===== config.mk =====
export PLATFORM = sky130hd
export DESIGN_NAME = pipelined_adder_tree_flat
export DESIGN_NICKNAME = d
export VERILOG_FILES = /design/src/rtl/pipelined_adder_tree_if.sv /design/src/rtl/pipelined_adder_tree.sv /design/src/flat_wrapper.sv
export SDC_FILE = /design/constraint.sdc
export NUM_CORES = 1
export LEC_CHECK = 0
export CORE_MARGIN = 4
export CORE_UTILIZATION = 44
export CTS_CLUSTER_DIAMETER = 120
export DETAILED_ROUTE_END_ITERATION = 10
export PLACE_DENSITY = 0.69
export SLEW_MARGIN = 20
export SYNTH_ARGS = -nofsm -noshare
export SYNTH_HDL_FRONTEND = slang
export SYNTH_SLANG_ARGS = --single-unit

===== constraint.sdc =====
create_clock -name CLK -period 1.4 [get_ports CLK]
set_input_delay 0.28 -clock CLK [delete_from_list [all_inputs] [get_ports CLK]]
set_output_delay 0.28 -clock CLK [all_outputs]
set_load 0.005 [all_outputs]

===== src/rtl/pipelined_adder_tree_if.sv =====
// Handshake bundle for pipelined_adder_tree: upstream operand vector and downstream sum.
// The master modport is the side that drives operands and OUT_READY.
interface pipelined_adder_tree_if #(
  parameter int WIDTH        = 2,
  parameter int NUM_OPERANDS = 8
);
  localparam int LEVELS = $clog2(NUM_OPERANDS);

  logic                          IN_VALID;
  logic                          IN_READY;
  logic [NUM_OPERANDS*WIDTH-1:0] OPERANDS;
  logic                          OUT_VALID;
  logic                          OUT_READY;
  logic [WIDTH+LEVELS-1:0]       SUM;

  modport master (
    output IN_VALID, OPERANDS, OUT_READY,
    input  IN_READY, OUT_VALID, SUM
  );

  modport slave (
    input  IN_VALID, OPERANDS, OUT_READY,
    output IN_READY, OUT_VALID, SUM
  );
endinterface


===== src/rtl/pipelined_adder_tree.sv =====
// Pipelined unsigned multi-operand adder: binary tree with one register level per tree level,
// lossless widths and a valid/ready handshake with bubble-collapsing back-pressure.
module pipelined_adder_tree #(
  parameter int WIDTH        = 2,
  parameter int NUM_OPERANDS = 8
) (
  input  logic                 CLK,
  input  logic                 RST_N,
  pipelined_adder_tree_if.slave bus
);
  localparam int LEVELS = $clog2(NUM_OPERANDS);

  generate
    if ((WIDTH < 1) || (NUM_OPERANDS < 2) ||
        ((NUM_OPERANDS & (NUM_OPERANDS - 1)) != 0)) begin : g_param_check
      $error("pipelined_adder_tree: WIDTH must be >=1 and NUM_OPERANDS a power of two >=2");
    end
  endgenerate

  logic [LEVELS-1:0] v_q;
  logic [LEVELS-1:0] v_d;
  logic [LEVELS-1:0] adv;

  // A stage may advance when it, or any stage downstream of it, is empty or the sink is ready.
  always_comb begin : advance_chain
    logic room;
    room = bus.OUT_READY;
    adv  = '0;
    for (int unsigned k = 0; k < LEVELS; k++) begin
      room                 = room | ~v_q[LEVELS-1-k];
      adv[LEVELS-1-k]      = room;
    end
  end

  always_comb begin
    v_d    = v_q;
    v_d[0] = adv[0] ? bus.IN_VALID : v_q[0];
    for (int unsigned i = 1; i < LEVELS; i++) begin
      if (adv[i]) v_d[i] = v_q[i-1];
    end
  end

  always_ff @(posedge CLK or negedge RST_N) begin
    if (!RST_N) v_q <= '0;
    else        v_q <= v_d;
  end

  assign bus.IN_READY  = adv[0];
  assign bus.OUT_VALID = v_q[LEVELS-1];

  for (genvar l = 0; l < LEVELS; l++) begin : g_lvl
    localparam int NL = NUM_OPERANDS >> (l + 1);
    localparam int WL = WIDTH + l + 1;

    logic [WL-1:0] s_q [NL];
    logic [WL-1:0] s_d [NL];

    if (l == 0) begin : g_leaf
      always_comb begin
        for (int unsigned j = 0; j < NL; j++) begin
          s_d[j] = WL'(bus.OPERANDS[(2*j)*WIDTH +: WIDTH]) +
                   WL'(bus.OPERANDS[(2*j+1)*WIDTH +: WIDTH]);
        end
      end
    end else begin : g_node
      always_comb begin
        for (int unsigned j = 0; j < NL; j++) begin
          s_d[j] = WL'(g_lvl[l-1].s_q[2*j]) + WL'(g_lvl[l-1].s_q[2*j+1]);
        end
      end
    end

    // Data loads whenever the stage advances; the valid bit alone marks it meaningful.
    always_ff @(posedge CLK or negedge RST_N) begin
      if (!RST_N) begin
        for (int unsigned j = 0; j < NL; j++) s_q[j] <= '0;
      end else if (adv[l]) begin
        for (int unsigned j = 0; j < NL; j++) s_q[j] <= s_d[j];
      end
    end

    if (l == LEVELS - 1) begin : g_root
      assign bus.SUM = s_q[0];
    end
  end

endmodule


===== src/flat_wrapper.sv =====
// flat-port wrapper written by rule: the top's interface ports become plain ports
module pipelined_adder_tree_flat 
#(
  parameter int WIDTH        = 2,
  parameter int NUM_OPERANDS = 8
)
  (CLK, RST_N, bus_IN_VALID, bus_OPERANDS, bus_OUT_READY, bus_IN_READY, bus_OUT_VALID, bus_SUM);
  pipelined_adder_tree_if #(.WIDTH(WIDTH), .NUM_OPERANDS(NUM_OPERANDS)) bus_i ();
  input  logic CLK;
  input  logic RST_N;
  input wire logic [$bits(bus_i.IN_VALID)-1:0] bus_IN_VALID;
  input wire logic [$bits(bus_i.OPERANDS)-1:0] bus_OPERANDS;
  input wire logic [$bits(bus_i.OUT_READY)-1:0] bus_OUT_READY;
  output wire logic [$bits(bus_i.IN_READY)-1:0] bus_IN_READY;
  output wire logic [$bits(bus_i.OUT_VALID)-1:0] bus_OUT_VALID;
  output wire logic [$bits(bus_i.SUM)-1:0] bus_SUM;
  assign bus_i.IN_VALID = bus_IN_VALID;
  assign bus_i.OPERANDS = bus_OPERANDS;
  assign bus_i.OUT_READY = bus_OUT_READY;
  assign bus_IN_READY = bus_i.IN_READY;
  assign bus_OUT_VALID = bus_i.OUT_VALID;
  assign bus_SUM = bus_i.SUM;
  pipelined_adder_tree #(.WIDTH(WIDTH), .NUM_OPERANDS(NUM_OPERANDS)) u_core (.CLK(CLK), .RST_N(RST_N), .bus(bus_i));
endmodule

==> results of run 1 <==
-- registers in the layout (all words and copies together), names as in the netlist --
name and count:
u_core.v_q 3, u_core.bus.SUM 5, u_core.g_lvl.s_q 20
-- kinds of logic (layout without fill, tap and decap cells) --
group                      Yosys count  after routing  synth area share (%)
and+or+nand+nor                     29             29                  9.18
DFF                                 28             28                  46.7
AOI/OAI and AO/OA                   24             24                  8.51
adders and majority gates           21             21                  21.0
buffers and inverters               21             60                  5.93
muxes                                7              7                  6.26
xor gates and xnor gates             4              4                  2.34
-- timing repair --
action	4_1_cts	5_1_grt
gates resized for setup	14	8
endpoints found under the setup margin	10	7
setup buffers	1	3
pin swaps	2	8
-- layer usage --
layer | global-route usage [%] | part of all wire, % | up-vias
met5 | 0 | 0 | -
met4 | 3.05 | 0.83 | 0
met3 | 2.38 | 4.0 | 3
met2 | 23.0 | 52 | 20
met1 | 18.1 | 43 | 486
li1 | - | - | 507
-- worst max-delay path, delay by kind of cell (launching register included) --
kind | cells | cell delay, ns
simple gates | 2 | 0.27
buf+inv | 1 | 0.12
flops | 1 | 0.38
-- final cells by class --
type                    instances  area share [%]
clock buffers                   4            1.86
well taps                      44            2.82
inverters                      18            3.46
flip-flops and latches         28            35.9
repair buffers                 38            18.1
multi-input cells              85            37.9
-- final timing paths --
path / end / slack, ns / startpoint / cells after the start
max in group asynchronous: u_core.bus.SUM[0]$_DFFE_PN0P_ / 0.96 / RST_N / 2
setup reg to reg: u_core.bus.SUM[3]$_DFFE_PN0P_ / 0.04 / u_core.g_lvl[1].s_q[1]$_DFFE_PN0P_ / 5
hold / removal: u_core.g_lvl[0].s_q[5]$_DFFE_PN0P_ / 0.29 / RST_N / 2
setup / recovery: bus_IN_READY / 0.03 / u_core.v_q[2]$_DFFE_PN0P_ / 3
min in group CLK: u_core.bus.SUM[0]$_DFFE_PN0P_ / 0.48 / u_core.bus.SUM[0]$_DFFE_PN0P_ / 2
hold reg to reg: u_core.bus.SUM[0]$_DFFE_PN0P_ / 0.48 / u_core.bus.SUM[0]$_DFFE_PN0P_ / 2
-- power by group through the flow --
stage	logic (W)	registers [W]	clock network, W
5_1_grt	0.00131	0.00123	0.000448
3_5_place_dp	0.00109	0.00120	0
6_report	0.00114	0.00119	0.000389
2_1_floorplan	0.000659	0.00118	0
3_3_place_gp	0.00104	0.00119	0
4_1_cts	0.00109	0.00118	0.000410
-- through the flow --
| stage | worst slack (ns) | area [µm²] | hold WS [ns] | total power (W) |
|---|---|---|---|---|
| 2_1_floorplan | 0.0885 | 1500 | -0.0156 | 0.00184 |
| 3_3_place_gp | -0.355 | 1870 | 0.454 | 0.00223 |
| 3_5_place_dp | -0.360 | 1870 | 0.453 | 0.00229 |
| 4_1_cts | -0.0887 | 1910 | 0.278 | 0.00268 |
| 5_1_grt | -0.0810 | 1950 | 0.281 | 0.00298 |
| 6_report | 0.0288 | 1950 | 0.286 | 0.00272 |
-- cell usage in the layout (no fill, tap or decap), drive strengths merged --
cell,count
mux2,7
ha,14
dfrtp,28
buf,12
dlygate4sd2,6
clkbuf,5
nand2b,4
a21o,3
clkdlybuf4s50,18
o21ai,3
xor2,4
nor2b,2
nand3,1
clkdlybuf4s15,1
fa,7
inv,18
a21oi,18
nor2,16
nand2,6
==> results.sh, run 1 <==
export IMPL_rsz0062_at_grt="yes"
export IMPL_grt_max_degree=29
export IMPL_final_cells=217
export IMPL_cpMaxStageDelayCell="dfrtp_1"
export IMPL_num_rows=20
export IMPL_seq_area_frac_synth_pct=46.7
export IMPL_switchingPower_w=0.000886
export IMPL_synth_area_per_cell_um2=11.2
export IMPL_cp_arrival_ns=1.09
export IMPL_p_leak_nw=0.951
export IMPL_place_inst=209
export IMPL_clockPowerShare_pct=14.3
export IMPL_final_hold_violation_count=0
export IMPL_clockBufferDepth=2
export IMPL_min_period_ns=1.37
export IMPL_finalCritPeriodShare_pct=97.9
export IMPL_yosys_warnings=0
export IMPL_outcome="complete, no violations"
export IMPL_hold_buffers=0
export IMPL_final_util_pct=62.0
export IMPL_worstMarginPinSlew_ns=0.259
export IMPL_drc=0
export IMPL_place_hpwl_um=2090
export IMPL_wire_per_inst_um=12.2
export IMPL_power_density_nw_per_um2=1390
export IMPL_synth_top_cell_area_share_pct=46.7
export IMPL_antenna_found_initial=0
export IMPL_die_w_um=66.4
export IMPL_start_util_pct=47.5
export IMPL_cts_root_buf="clkbuf_4"
export IMPL_fillCellCount=298
export IMPL_nets=215
export IMPL_dieArea_um2=4400
export IMPL_vias=1016
export IMPL_clk_insertion_delay_late_ns=0.32
export IMPL_comb_power_share_pct=42.0
export IMPL_coreArea_um2=3150
export IMPL_drive_above_1_share_pct=18.5
export IMPL_irDropWorstVdd_v=0.000535
export IMPL_numCtsBuffers=3
export IMPL_hp_class="input port to async pin"
export IMPL_antenna_cells=0
export IMPL_endpoint_kind="primary output"
export IMPL_maxCapViolCount=0
export IMPL_gp_congestion=0.735
export IMPL_slew_violations=0
export IMPL_syn_cell_area_um2=1500
export IMPL_drtAntennaViolNets=0
export IMPL_synth_cell_types=18
export IMPL_ios=27
export IMPL_io_buffers=26
export IMPL_cts_sinks=28
export IMPL_synth_edf_count=0
export IMPL_setup_violations=0
export IMPL_synth_most_common_cell="dfrtp_1"
export IMPL_groute_usage_overall_pct=13.6
export IMPL_max_freq_mhz=729
export IMPL_synth_common_cells="dfrtp_1, a21oi_1, inv_1"
export IMPL_grt_pass1_vias=997
export IMPL_htree_levels=1
export IMPL_synth_seq_cells=28
export IMPL_async_flop_share_pct=100
export IMPL_first_iter_violations=25
export IMPL_p_sw_share_pct=32.6
export IMPL_crit_path_max_fanout=2
export IMPL_wl_um=2650
export IMPL_relSlewSlack_pct=82.8
export IMPL_synthTopCellsByArea="dfrtp_1, ha_1, fa_1"
export IMPL_yosys_area_top_type="dfrtp_1"
export IMPL_worstPathRequired_ns=1.12
export IMPL_clkTransAtPathRegs_ns=0.14
export IMPL_setup_tns_ns=0
export IMPL_overflow=0
export IMPL_clock_skew_ns=0.00173
export IMPL_die_y_um=66.4
export IMPL_max_stage_delay_ns=0.38
export IMPL_area_delta_synth_final_pct=30.4
export IMPL_worstSetupStartpointType="register"
export IMPL_critPathKind="register to primary output"
export IMPL_cts_tree="built"
export IMPL_via_per_inst=4.68
export IMPL_register_area_um2=701
export IMPL_p_int_w=0.00183
export IMPL_syn_inst=134
export IMPL_syn_nets=175
export IMPL_synth_main_ff_cell="dfrtp_1"
export IMPL_cp_cell_sequence="nor2b_4 -> nand3_4 -> clkbuf_2"
export IMPL_drtPass1Iterations=4
export IMPL_pwr_share_seq_pct=43.8
export IMPL_multi_input_area_um2=741
export IMPL_grt_first_pass_wirelength_um=4570
Power figures use the tool's default switching activity.
==> run 2, diff against run 1 <==
SKIP_CTS_REPAIR_TIMING = 1   (was not set)
==> run 2 against run 1 <==
Worst hold slack worse by 0.00069 ns. Combinational power up 4%. Highest routed layer unchanged. Critical path type unchanged. Sequential share of layout area fell by 0.52 points.
==> results.sh, run 2 (same netlist as run 1, synthesis figures left out) <==
export IMPL_dieArea_um2=4400
export IMPL_max_stage_delay_ns=0.38
export IMPL_groute_usage_overall_pct=13.3
export IMPL_worstSetupStartpointType="register"
export IMPL_drtAntennaViolNets=0
export IMPL_nets=216
export IMPL_register_area_um2=701
export IMPL_maxCapViolCount=0
export IMPL_slew_violations=0
export IMPL_die_w_um=66.4
export IMPL_wire_per_inst_um=12.2
export IMPL_die_y_um=66.4
export IMPL_htree_levels=1
export IMPL_cpMaxStageDelayCell="dfrtp_1"
export IMPL_vias=1031
export IMPL_setup_violations=0
export IMPL_cp_arrival_ns=1.10
export IMPL_endpoint_kind="primary output"
export IMPL_final_hold_violation_count=0
export IMPL_cts_sinks=28
export IMPL_clock_skew_ns=0.00196
export IMPL_clkTransAtPathRegs_ns=0.14
export IMPL_antenna_cells=0
export IMPL_multi_input_area_um2=741
export IMPL_antenna_found_initial=0
export IMPL_cts_tree="built"
export IMPL_regMostFlops="u_core.g_lvl.s_q"
export IMPL_clockBufferDepth=2
export IMPL_overflow=0
export IMPL_num_rows=20
export IMPL_coreArea_um2=3150
export IMPL_setup_tns_ns=0
export IMPL_io_buffers=26
export IMPL_grt_use_met2_pct=22.3
export IMPL_grt_pass1_vias=978
export IMPL_holdWs_ns=0.285
export IMPL_gp_congestion=0.735
export IMPL_place_hpwl_um=2090
export IMPL_critPathKind="register to primary output"
export IMPL_grt_first_pass_wirelength_um=4470
export IMPL_fillCellCount=292
export IMPL_outcome="complete, no violations"
export IMPL_drive_above_1_share_pct=19.0
export IMPL_place_ws_ns=-0.360
export IMPL_grtUsageMet3_pct=2.38
export IMPL_start_util_pct=47.5
export IMPL_grt_max_degree=29
export IMPL_power_density_nw_per_um2=1390
export IMPL_worstPathRequired_ns=1.12
export IMPL_numCtsBuffers=3
export IMPL_cts_root_buf="clkbuf_4"
export IMPL_largest_reg_flops=20
export IMPL_min_period_ns=1.38
export IMPL_p_leak_nw=1.00
export IMPL_drtPass1Iterations=4
export IMPL_mostFrequentLayoutCell="dfrtp_1"
export IMPL_worstMarginPinSlew_ns=0.257
export IMPL_relSlewSlack_pct=82.8
export IMPL_crit_path_max_fanout=2
export IMPL_first_iter_violations=15
export IMPL_area_delta_synth_final_pct=32.3
export IMPL_critical_path_top_delay_family="flip-flops"
export IMPL_fin_ws_ns=0.0194
export IMPL_grt_met1_usage_pct=17.9
export IMPL_wl_um=2650
export IMPL_finalCritPeriodShare_pct=98.6
export IMPL_via_per_inst=4.73
export IMPL_busiest_layer="met2"
export IMPL_final_cell_mix="dfrtp_1, clkdlybuf4s50_1, inv_1, a21oi_1, nor2_1"
export IMPL_ios=27
export IMPL_final_util_pct=62.9
export IMPL_rsz0062_at_grt="yes"
export IMPL_cp_cell_sequence="nor2b_4 -> nand3_4 -> clkbuf_2"
export IMPL_hp_class="input port to async pin"
export IMPL_drc=0
export IMPL_clk_insertion_delay_late_ns=0.32
export IMPL_max_freq_mhz=724
export IMPL_irDropWorstVdd_v=0.000539
export IMPL_critPathBufInv=1
==> run 2: power by group <==
| group | total (W) | switching [W] | internal [W] |
|---|---|---|---|
| sequential | 0.00119 | 0.000148 | 0.00104 |
| clock | 0.000390 | 0.000231 | 0.000159 |
| combinational | 0.00118 | 0.000507 | 0.000676 |
==> run 2: worst paths after layout <==
path	cells past startpoint	start	slack, ns	to
worst max-delay path	3	u_core.v_q[2]$_DFFE_PN0P_	0.02	bus_IN_READY
worst min-delay path	2	RST_N	0.29	u_core.g_lvl[0].s_q[5]$_DFFE_PN0P_
worst max register to register	4	u_core.v_q[2]$_DFFE_PN0P_	0.04	u_core.g_lvl[0].s_q[9]$_DFFE_PN0P_
worst min register to register	2	u_core.bus.SUM[0]$_DFFE_PN0P_	0.48	u_core.bus.SUM[0]$_DFFE_PN0P_
max in group asynchronous	2	RST_N	0.97	u_core.bus.SUM[0]$_DFFE_PN0P_
min in group CLK	5	bus_OUT_READY	0.44	u_core.bus.SUM[0]$_DFFE_PN0P_
==> run 2: layer usage <==
metal / up-vias / routed length [µm]
met2: 20 / 1380
met5: - / 0
met4: 0 / 22
met1: 498 / 1140
li1: 510 / -
met3: 3 / 107
==> run 2: per-stage QoR <==
stage	cells	total power, W	instance area (µm²)
2_1_floorplan	134	0.00184	1500
3_3_place_gp	209	0.00223	1870
3_5_place_dp	209	0.00229	1870
4_1_cts	213	0.00269	1900
5_1_grt	218	0.00302	1980
6_report	218	0.00276	1980
==> run 2: layout make-up <==
class	count	area share (%)
clock buffer	4	1.83
sequential	28	35.3
timing repair buffer	39	19.3
multi-input combinational	85	37.4
inverter	18	3.41
tap	44	2.78
==> variant (config.mk and constraints of run 2) <==
Reset style: synchronous (`RST_N`), changed in 2 clocked blocks.
--- a/src/rtl/pipelined_adder_tree.sv
+++ b/src/rtl/pipelined_adder_tree.sv
@@ -41,5 +41,5 @@
   end
 
-  always_ff @(posedge CLK or negedge RST_N) begin
+  always_ff @(posedge CLK) begin
     if (!RST_N) v_q <= '0;
     else        v_q <= v_d;
@@ -72,5 +72,5 @@
 
     // Data loads whenever the stage advances; the valid bit alone marks it meaningful.
-    always_ff @(posedge CLK or negedge RST_N) begin
+    always_ff @(posedge CLK) begin
       if (!RST_N) begin
         for (int unsigned j = 0; j < NL; j++) s_q[j] <= '0;
Check against the original RTL: differs if RST_N is asserted again (counterexample within 4 cycles, from zero or initial values and one cycle with RST_N low); with RST_N held inactive, the same outputs for 10 cycles.
==> variant against run 2 <==
  * The flow now finishes with violations (setup timing)
  * Critical path depth up 2
  * Register-to-register slack worse by 210 ps
  * Area after synthesis down 0.67%
  * Routed wire length down 14%
  * Sequential cell count unchanged
  * Worst setup slack worse by 190 ps
  * First-iteration DRC count up 60%
  * Cell area down 2.0%
  * Fmax down 12%
  * Clock skew up 1.9 ps
  * Die area down 0.59%
Power is not compared: it rests on default switching activity, and its combinational part moved more than twofold at a synthesized area within 25%.
==> variant: results (changes against run 2) <==
Critical path
  • Critical path data arrival time: 1670 ps (was 1100 ps)
  • CP peak stage delay: 420 ps (was 380 ps)
  • Critical Path Sink: u_core.g_lvl[2].s_q[0][4] (was bus_IN_READY)
  • Reg2Reg Launch Point: u_core.g_lvl[1].s_q[0][4] (was u_core.v_q[2])
  • R2r worst-path depth: 5 (was 4)

STA
  • Final setup viols: 4 (was 0)
  • Hold slack: 392 ps (was 285 ps)
  • Final setup TNS: -397 ps (was 0 ps)
  • Slew margin rel.: 0.835 (was 0.828)
  • PnR worst setup slack: -174 ps (was 19.4 ps)

Synthesis
  • Synth top cells by count: edfxtp_1 (25), ha_1 (14), and2_1 (12) (was dfrtp_1 (28), a21oi_1 (18), inv_1 (18))
  • Post-synthesis sequential area ratio: 0.545 (was 0.467)
  • Post-synth EDFFs: 25 (was 0)
  • Ys async rst share: 0 (was 1.00)
  • Top area cells in the synthesized netlist: edfxtp_1 (50%), ha_1 (12%), fa_1 (9.4%) (was dfrtp_1 (47%), ha_1 (12%), fa_1 (9.3%))
  • Post-Syn Area per Cell: 13.4 um2 (was 11.2 um2)
  • Syn nets: 152 (was 175)

Detailed routing
  • 1st-iter DRT viols: 24 (was 15)
  • Via density: 4.74 (was 4.73)
  • Routed wire length: 2290 um (was 2650 um)

Placed design
  • HPWL Detailed: 1750 um (was 2090 um)
  • GPL Wtd Cong: 0.735 (about the same)
  • Cells after DPL: 182 (was 209)
  • Pre-CTS setup slack: -394 ps (was -360 ps)

Global route
  • First-pass GRT wire length: 3650 um (was 4470 um)
  • Vias in the first global route: 909 (was 978)
  • Largest net degree at the start of global routing: 16 (was 29)

Outcome
  • Failing checks: setup timing
  • Outcome: complete, but fails checks (was completed)

Final layout
  • Share of cells above drive strength 1: 0.179 (was 0.190)
  • Layout fillers: 264 (was 292)

Min path
  • Worst hold path type: in2reg (was in2async)
==> variant: area by class of cell <==
cell class                 count  area [um2]  share of cell area
timing repair buffer          34         358               0.184
tap                           44        55.1              0.0283
sequential                    28         812               0.418
multi-input combinational     73         669               0.344
clock buffer                   4        26.3              0.0135
inverter                       6        22.5              0.0116
==> variant: kinds of logic (layout without fill, tap and decap cells) <==
| logic type | Yosys count | in the layout | synth area share |
|---|---|---|---|
| and+or+nand+nor | 36 | 36 | 0.129 |
| xor gates and xnor gates | 3 | 3 | 0.0177 |
| AOI/OAI and AO/OA | 12 | 12 | 0.0546 |
| buffers and inverters | 10 | 44 | 0.0361 |
| DFF | 28 | 28 | 0.545 |
| adders and majority gates | 21 | 21 | 0.212 |
| muxes | 1 | 1 | 0.00672 |
==> variant: layer usage <==
layer / global-route usage / part of all wire / vias up
li1: - / - / 454
met1: 0.114 / 0.39 / 417
met2: 0.203 / 0.55 / 20
met3: 0.0238 / 0.045 / 4
met4: 0.0381 / 0.0096 / 0
met5: 0 / 0 / -
